==> config.mk <==
export PLATFORM = sky130hd
export DESIGN_NAME = accum_rr_scheduler
export DESIGN_NICKNAME = d
export VERILOG_FILES = /design/src/rtl/accum_rr_scheduler.sv
export SDC_FILE = /design/constraint.sdc
export NUM_CORES = 1
export LEC_CHECK = 0
export BUFFER_PORTS_ARGS = -buffer_cell sky130_fd_sc_hd__buf_2
export CORE_MARGIN = 8
export CORE_UTILIZATION = 45
export DETAILED_ROUTE_END_ITERATION = 7
export PLACE_DENSITY = 0.85
export SYNTH_ARGS = -nofsm -noshare
export SYNTH_HDL_FRONTEND = slang
export SYNTH_SLANG_ARGS = --single-unit
==> constraint.sdc <==
create_clock -name CLK -period 1.8 [get_ports CLK]
set_input_delay 0.54 -clock CLK [delete_from_list [all_inputs] [get_ports CLK]]
set_output_delay 0.54 -clock CLK [all_outputs]
set_load 0.03 [all_outputs]
==> src/rtl/accum_rr_scheduler.sv <==
// rtl/accum_rr_scheduler.sv - round-robin scheduler sharing one accumulator among NREQ requesters
// Grants one request at a time, issues a single enable pulse, waits ACC_LAT cycles, then acks.
module accum_rr_scheduler #(
  parameter int NREQ    = 4,
  parameter int WIDTH   = 32,
  parameter int ACC_LAT = 3,
  localparam int IDW    = (NREQ > 1) ? $clog2(NREQ) : 1,
  localparam int CW     = $clog2(ACC_LAT + 1)
) (
  input  logic                    CLK,
  input  logic                    RST,
  input  logic [NREQ-1:0]         req,
  input  logic [NREQ*WIDTH-1:0]   req_value,
  input  logic                    pause,
  output logic [NREQ-1:0]         ack,
  output logic                    acc_enable,
  output logic [WIDTH-1:0]        acc_value,
  output logic                    busy,
  output logic [IDW-1:0]          grant_id,
  output logic [15:0]             txn_count
);

  typedef enum logic [1:0] {S_IDLE, S_ISSUE, S_WAIT, S_ACK} state_t;

  state_t           state_q, state_d;
  logic [CW-1:0]    cnt_q, cnt_d;
  logic [IDW-1:0]   ptr_q, ptr_d;
  logic [IDW-1:0]   grant_id_q, grant_id_d;
  logic [WIDTH-1:0] acc_value_q, acc_value_d;
  logic [15:0]      txn_count_q, txn_count_d;
  logic [NREQ-1:0]  ack_q, ack_d;
  logic             acc_enable_q, acc_enable_d;
  logic             busy_q, busy_d;

  logic             found;
  logic [IDW-1:0]   pick;
  logic [IDW-1:0]   idx;

  // First asserted request at or above ptr, wrapping around
  always_comb begin
    found = 1'b0;
    pick  = '0;
    idx   = '0;
    for (int k = 0; k < NREQ; k++) begin
      idx = IDW'((int'(ptr_q) + k) % NREQ);
      if (!found && req[idx]) begin
        found = 1'b1;
        pick  = idx;
      end
    end
  end

  always_comb begin
    state_d     = state_q;
    cnt_d       = cnt_q;
    ptr_d       = ptr_q;
    grant_id_d  = grant_id_q;
    acc_value_d = acc_value_q;
    txn_count_d = txn_count_q;
    ack_d       = '0;
    case (state_q)
      S_IDLE: begin
        if (!pause && found) begin
          state_d     = S_ISSUE;
          grant_id_d  = pick;
          acc_value_d = req_value[int'(pick)*WIDTH +: WIDTH];
        end
      end
      S_ISSUE: begin
        state_d = S_WAIT;
        cnt_d   = CW'(ACC_LAT);
      end
      S_WAIT: begin
        cnt_d = cnt_q - CW'(1);
        if (cnt_q == CW'(1)) begin
          state_d = S_ACK;
          ack_d   = NREQ'(1) << grant_id_q;
        end
      end
      S_ACK: begin
        state_d     = S_IDLE;
        ptr_d       = (grant_id_q == IDW'(NREQ - 1)) ? '0 : grant_id_q + IDW'(1);
        txn_count_d = txn_count_q + 16'd1;
      end
      default: state_d = S_IDLE;
    endcase
    // Registered flags are derived from the state being entered
    acc_enable_d = (state_d == S_ISSUE);
    busy_d       = (state_d != S_IDLE);
  end

  always_ff @(posedge CLK) begin
    if (!RST) begin
      state_q      <= S_IDLE;
      cnt_q        <= '0;
      ptr_q        <= '0;
      grant_id_q   <= '0;
      acc_value_q  <= '0;
      txn_count_q  <= '0;
      ack_q        <= '0;
      acc_enable_q <= 1'b0;
      busy_q       <= 1'b0;
    end else begin
      state_q      <= state_d;
      cnt_q        <= cnt_d;
      ptr_q        <= ptr_d;
      grant_id_q   <= grant_id_d;
      acc_value_q  <= acc_value_d;
      txn_count_q  <= txn_count_d;
      ack_q        <= ack_d;
      acc_enable_q <= acc_enable_d;
      busy_q       <= busy_d;
    end
  end

  assign ack        = ack_q;
  assign acc_enable = acc_enable_q;
  assign acc_value  = acc_value_q;
  assign busy       = busy_q;
  assign grant_id   = grant_id_q;
  assign txn_count  = txn_count_q;

endmodule

==> impl_metrics.tcl, run 1 <==
set metrics [dict create \
    cts_root_buf "clkbuf_8" \
    finalSetupTns_ns 0 \
    setup_slack_ns 0.0947 \
    post-route-util 0.634 \
    wirelength_mm 10.8 \
    cap_violations 0 \
    status "finished, final reports clean" \
    p_sw_frac 0.377 \
    worst_r2r_path_depth 7 \
    rrSetupSlack_ns 0.09 \
    cp.arrival_ns 1.91 \
    p_int_mw 2.93 \
    die_width_um 103 \
    yosysSeqAreaShare 0.362 \
    setup_violations 0 \
    clock.fmax_mhz 586 \
    first_pass_iters 4 \
    setup.worst_path.end "acc_value[22]" \
    io_buffers 190 \
    num_rows 32 \
    synth_edf_count 0 \
    seqPwrFrac 0.372 \
    share_comb_of_total_power 0.401 \
    vias_per_cell 5.15 \
    rsz0062_at_grt "no" \
    ys_ff_latch 62 \
    place_ws_ns -0.232 \
    yosysUniqueCellTypes 40 \
    yosys_warnings 0 \
    synth_area_mm2 0.00343 \
    fin_skew_ns 0.00758 \
    syn_avg_cell_area_um2 10.6 \
    cp_max_fo 18 \
    ys_top_cells_by_count "mux2i_1 (68), dfxtp_1 (62), nand2_1 (39)" \
    path_clk_slew_ns 0.07 \
    switching_power_mw 1.77 \
    cts_setup_buffers 0 \
    synthCells 323 \
    first_iter_violations 52 \
    antenna_found_initial 1 \
    timing.rr.end "acc_value[22]" \
    cts_tree "built" \
    track_usage 0.190 \
    p_leak_nw 2.28 \
    drive_gt1_frac 0.513 \
    worst_setup_path_start_kind "register" \
    min_period_ns 1.71 \
    place_congestion 0.796 \
    async_flop_share 0 \
    ir_drop_mv 0.641 \
    yosysTopAreaCell "dfxtp_1" \
    tightest_slew_ns 0.328 \
    nNetsFinal 673 \
    yosysMostFrequentCell "mux2i_1" \
    dp_hpwl_mm 8.82 \
    drc 0 \
    grt_max_degree 28 \
    first_global_vias 3407 \
    die_area_mm2 0.0107 \
    cts_made_buffers 9 \
    design.core.area_mm2 0.00757 \
    final_hold_viol_count 0 \
    pwr_density_cell_mw_per_mm2 980 \
    htree_levels 3 \
    synth_top_area_share 0.362 \
    synth_area_leaders "dfxtp_1 (36%), mux2i_1 (20%), o221ai_2 (14%), nand2_1 (4.3%), ha_1 (2.6%)" \
    synth_ff_type "dfxtp_1" \
    worstPathRequired_ns 2.00 \
    ant_nets 0 \
    hold_path.class "register to register" \
    grt_overflow_total 0 \
    fillers 629 \
    grt_pass1_wl_mm 15.9 \
    critPathKind "register to register" \
    report.final.slew_viol_count 0 \
    p_clk_frac 0.226 \
    clock-sinks 62 \
    routedWlPerCell_um 16.9 \
    syn-num-nets 465 \
    worstSetupEndpointType "register" \
    fin_cells 639 \
    dp.cells 622 \
    insertion_delay_ns 0.33 \
    reg2reg_from "ptr_q[1]" \
    io_pins 191 \
    min_period_over_period 0.947 \
    die_h_um 103 \
    vias 3290 \
    cts.path.max_buffers 2 \
    start_util 0.453 \
    cp-startpoint "ptr_q[1]" \
    syn_to_final_growth_pct 40.1 \
    max_slew_margin 0.781 \
]
## logic make-up after synthesis
| logic type | after synthesis | share of synthesized area |
|---|---|---|
| AO/OA/AOI/OAI | 53 | 0.179 |
| XOR/XNOR | 12 | 0.0307 |
| adder cells (fa/ha/maj) | 7 | 0.0256 |
| buffers and inverters | 33 | 0.0646 |
| flip-flops | 62 | 0.362 |
| multiplexers | 68 | 0.199 |
| AND/OR/NAND/NOR | 88 | 0.139 |
## layout make-up
type | instances | area, µm² | share of cell area
repair buffers | 218 | 1240 | 0.258
diodes | 1 | 2.50 | 0.000521
clock inverters | 4 | 22.5 | 0.00469
multi-input cells | 228 | 1980 | 0.412
clock buffers | 12 | 145 | 0.0302
flip-flops and latches | 62 | 1240 | 0.259
well taps | 102 | 128 | 0.0266
inverters | 12 | 45.0 | 0.00938
## timing repair
item	in CTS	in global routing
endpoints found under the setup margin	0	2
hold buffers	0	0
resized for setup	0	2
## critical path, stage by stage (launching register included)
cell and delay, ns:
dfxtp_1 0.35, a21oi_1 0.14, o21ai_1 0.11, a21oi_4 0.18
buf_12 0.16, buf_12 0.18, mux2i_1 0.30, o221ai_2 0.15
## how the worst min path moves through the flow
stage,startpoint,cells after the start,to
2_1_floorplan,cnt_q[0],1,cnt_q[0]
3_3_place_gp,acc_value[5],2,acc_value[5]
5_1_grt,acc_value[21],2,acc_value[21]
4_1_cts,acc_value[3],2,acc_value[3]
3_5_place_dp,acc_value[4],2,acc_value[4]
6_report,acc_value[3],2,acc_value[3]
## power by group through the flow
stage | logic (mW) | registers, mW | clock network, mW
6_report | 1.89 | 1.75 | 1.06
5_1_grt | 2.05 | 1.78 | 1.16
4_1_cts | 1.91 | 1.75 | 1.09
3_5_place_dp | 1.90 | 1.78 | 0
3_3_place_gp | 1.84 | 1.76 | 0
2_1_floorplan | 0.915 | 2.13 | 0
## sequential cells by signal, summed over array words and instances (netlist names)
signal      flops
ack             4
busy            1
cnt_q           2
grant_id        2
acc_enable      1
state_q         2
acc_value      32
ptr_q           2
txn_count      16
## layer usage
| layer | track usage | routed length, µm | vias to the layer above |
|---|---|---|---|
| met5 | 0 | 0 | - |
| met1 | 0.197 | 4020 | 1538 |
| met4 | 0.0790 | 273 | 0 |
| li1 | - | - | 1594 |
| met3 | 0.0609 | 963 | 25 |
| met2 | 0.345 | 5520 | 133 |
## through the flow
step	hold slack, ns	power (mW)	instance area (µm²)
after CTS	0.466	4.75	4790
final	0.462	4.70	4800
after floorplan	0.446	3.05	3430
after detailed placement	0.449	3.68	4620
after global routing	0.492	4.98	4800
after global placement	0.442	3.60	4620
## placed cells by master, fill, tap and decap left out, types with 4 or more instances in the layout
cell | Yosys | routed
o221ai_2 | 31 | 31
xnor2_1 | 6 | 6
ha_1 | 7 | 7
dfxtp_1 | 62 | 61
and2_1 | 12 | 12
clkbuf_8 | 0 | 10
inv_1 | 10 | 10
a21oi_1 | 4 | 4
xor2_1 | 6 | 6
buf_12 | 0 | 6
buf_4 | 5 | 22
nor2b_1 | 7 | 6
nor2_1 | 6 | 6
mux2i_1 | 68 | 67
buf_2 | 6 | 190
o21ai_0 | 6 | 6
nand2_1 | 39 | 39
No activity file was read; power rests on OpenSTA's default activity.
==> run 2, diff against run 1 <==
- PLACE_DENSITY: 0.85 -> 0.81
==> impl_metrics.tcl, run 2 (synthesis results as in run 1) <==
set metrics [dict create \
    status "finished, final reports clean" \
    io_buffers 190 \
    setup_violations 0 \
    grt_max_degree 28 \
    diodes 0 \
    cts.path.max_buffers 2 \
    die_h_um 103 \
    io_pins 191 \
    max_slew_margin 0.793 \
    first_global_vias 3534 \
    critical_path_buf_inv_count 2 \
    final_cell_mix "buf_2 (190), mux2i_1 (68), dfxtp_1 (62), nand2_1 (39), o221ai_2 (31)" \
    insertion_delay_ns 0.33 \
    cts_root_buf "clkbuf_8" \
    largest_reg_flops 32 \
    tightest_slew_ns 0.311 \
    fin_skew_ns 0.00810 \
    min_path_cells 2 \
    grt_pass1_wl_mm 16.2 \
    worst_setup_path_start_kind "register" \
    nNetsFinal 674 \
    die_width_um 103 \
    routedWlPerCell_um 16.8 \
    rrSetupSlack_ns 0.06 \
    finalSetupTns_ns 0 \
    setup_slack_ns 0.0649 \
    vias_per_cell 5.08 \
    dp.cells 623 \
    min_to "acc_value[11]" \
    min_period_ns 1.74 \
    max_stage_delay_ns 0.37 \
    first_iter_violations 33 \
    dp_hpwl_mm 8.79 \
    drc 0 \
    drive_gt1_frac 0.520 \
    pwr_density_cell_mw_per_mm2 1000 \
    cts_tree "built" \
    design.core.area_mm2 0.00757 \
    cts_setup_buffers 0 \
    fin_cells 639 \
    place_ws_ns -0.237 \
    final_common_cell "buf_2" \
    hold_path.class "register to register" \
    vias 3246 \
    die_area_mm2 0.0107 \
    finalPower_mw 4.87 \
    path_delay_family "compound AO/OA/AOI/OAI gates" \
    cp-startpoint "ptr_q[1]" \
    place_congestion 0.792 \
    cp_max_fo 16 \
    cp_common_cell "buf_12" \
    report.final.slew_viol_count 0 \
    syn_to_final_growth_pct 41.8 \
    cpMaxStageDelayCell "dfxtp_1" \
    wirelength_mm 10.7 \
    worstSetupEndpointType "register" \
    num_rows 32 \
    worst_r2r_path_depth 7 \
    min_period_over_period 0.964 \
    cts_made_buffers 9 \
    final_hold_viol_count 0 \
    track_usage 0.191 \
    reg2reg_from "ptr_q[1]" \
    clock-sinks 62 \
    cap_violations 0 \
    antenna_found_initial 0 \
    htree_levels 3 \
    ant_nets 0 \
    start_util 0.453 \
    p_leak_nw 2.29 \
    worstPathRequired_ns 2.00 \
    clock.fmax_mhz 576 \
    ir_drop_mv 0.692 \
    timing.rr.end "acc_value[14]" \
    critPathKind "register to register" \
    path_clk_slew_ns 0.07 \
    hp-start "acc_value[11]" \
    path_cells "a21oi_1 -> o21ai_1 -> a21oi_4 -> buf_12 -> buf_12 -> mux2i_1 -> o221ai_2" \
    cp.arrival_ns 1.94 \
    first_pass_iters 4 \
    grt_overflow_total 0 \
]
==> run 2: cell types whose count changed in the layout (fill, tap and decap cells not counted), sizes merged <==
cell,previous run,this run
clkinvlp,1,4
diode,1,0
clkinv,3,1
inv,12,13
buf,218,219
clkbuf,12,9
bufinv,0,1
==> run 2: power breakdown <==
part	leakage [nW]	switching, mW	total (mW)	internal [mW]
clock network	0.0879	0.574	1.21	0.641
registers	0.506	0.132	1.75	1.61
logic	1.70	1.12	1.91	0.797
total	2.29	1.82	4.87	3.05
==> run 2: worst max path at each step <==
| stage | to | slack [ns] | cells after the start |
|---|---|---|---|
| after floorplan | acc_value[10] | 0.09 | 7 |
| final | acc_value[14] | 0.06 | 7 |
| after detailed placement | acc_value[14] | -0.24 | 8 |
| after CTS | txn_count[14] | 0.06 | 5 |
| after global routing | txn_count[15] | -0.005 | 6 |
| after global placement | acc_value[22] | -0.12 | 8 |
==> run 2: layer usage <==
layer / GRT usage / up-vias / share of wire
li1: - / 1599 / -
met1: 0.198 / 1501 / 0.38
met2: 0.361 / 126 / 0.52
met3: 0.0462 / 20 / 0.079
met4: 0.0723 / 0 / 0.020
met5: 0 / - / 0
==> run 2: worst register-to-register path: cells and delay by family (launching register included) <==
| kind | cells | cell delay [ns] |
|---|---|---|
| multiplexers | 1 | 0.29 |
| buffers and inverters | 2 | 0.35 |
| AO/OA/AOI/OAI | 4 | 0.60 |
| flip-flops | 1 | 0.37 |
==> run 2: final cells by class <==
class	count	area, µm²
Fill cell	645	2710
Multi-Input combinational cell	228	1990
Inverter	12	45.0
Clock buffer	9	124
Tap cell	102	128
Clock inverter	7	73.8
Sequential cell	62	1240
Timing Repair Buffer	219	1260
==> run 2: timing repair <==
| action | 4_1_cts | 5_1_grt |
|---|---|---|
| endpoints found under the setup margin | 0 | 15 |
| hold buffers | 0 | 0 |
| resized for setup | 0 | 4 |
==> run 2: through the flow <==
stage	cell area (µm²)	hold WS [ns]	utilization
floorplan	3430	0.446	-
global placement	4640	0.441	0.614
detailed placement	4640	0.451	0.614
CTS	4840	0.468	0.640
global route	4860	0.492	0.642
finish	4860	0.459	0.642
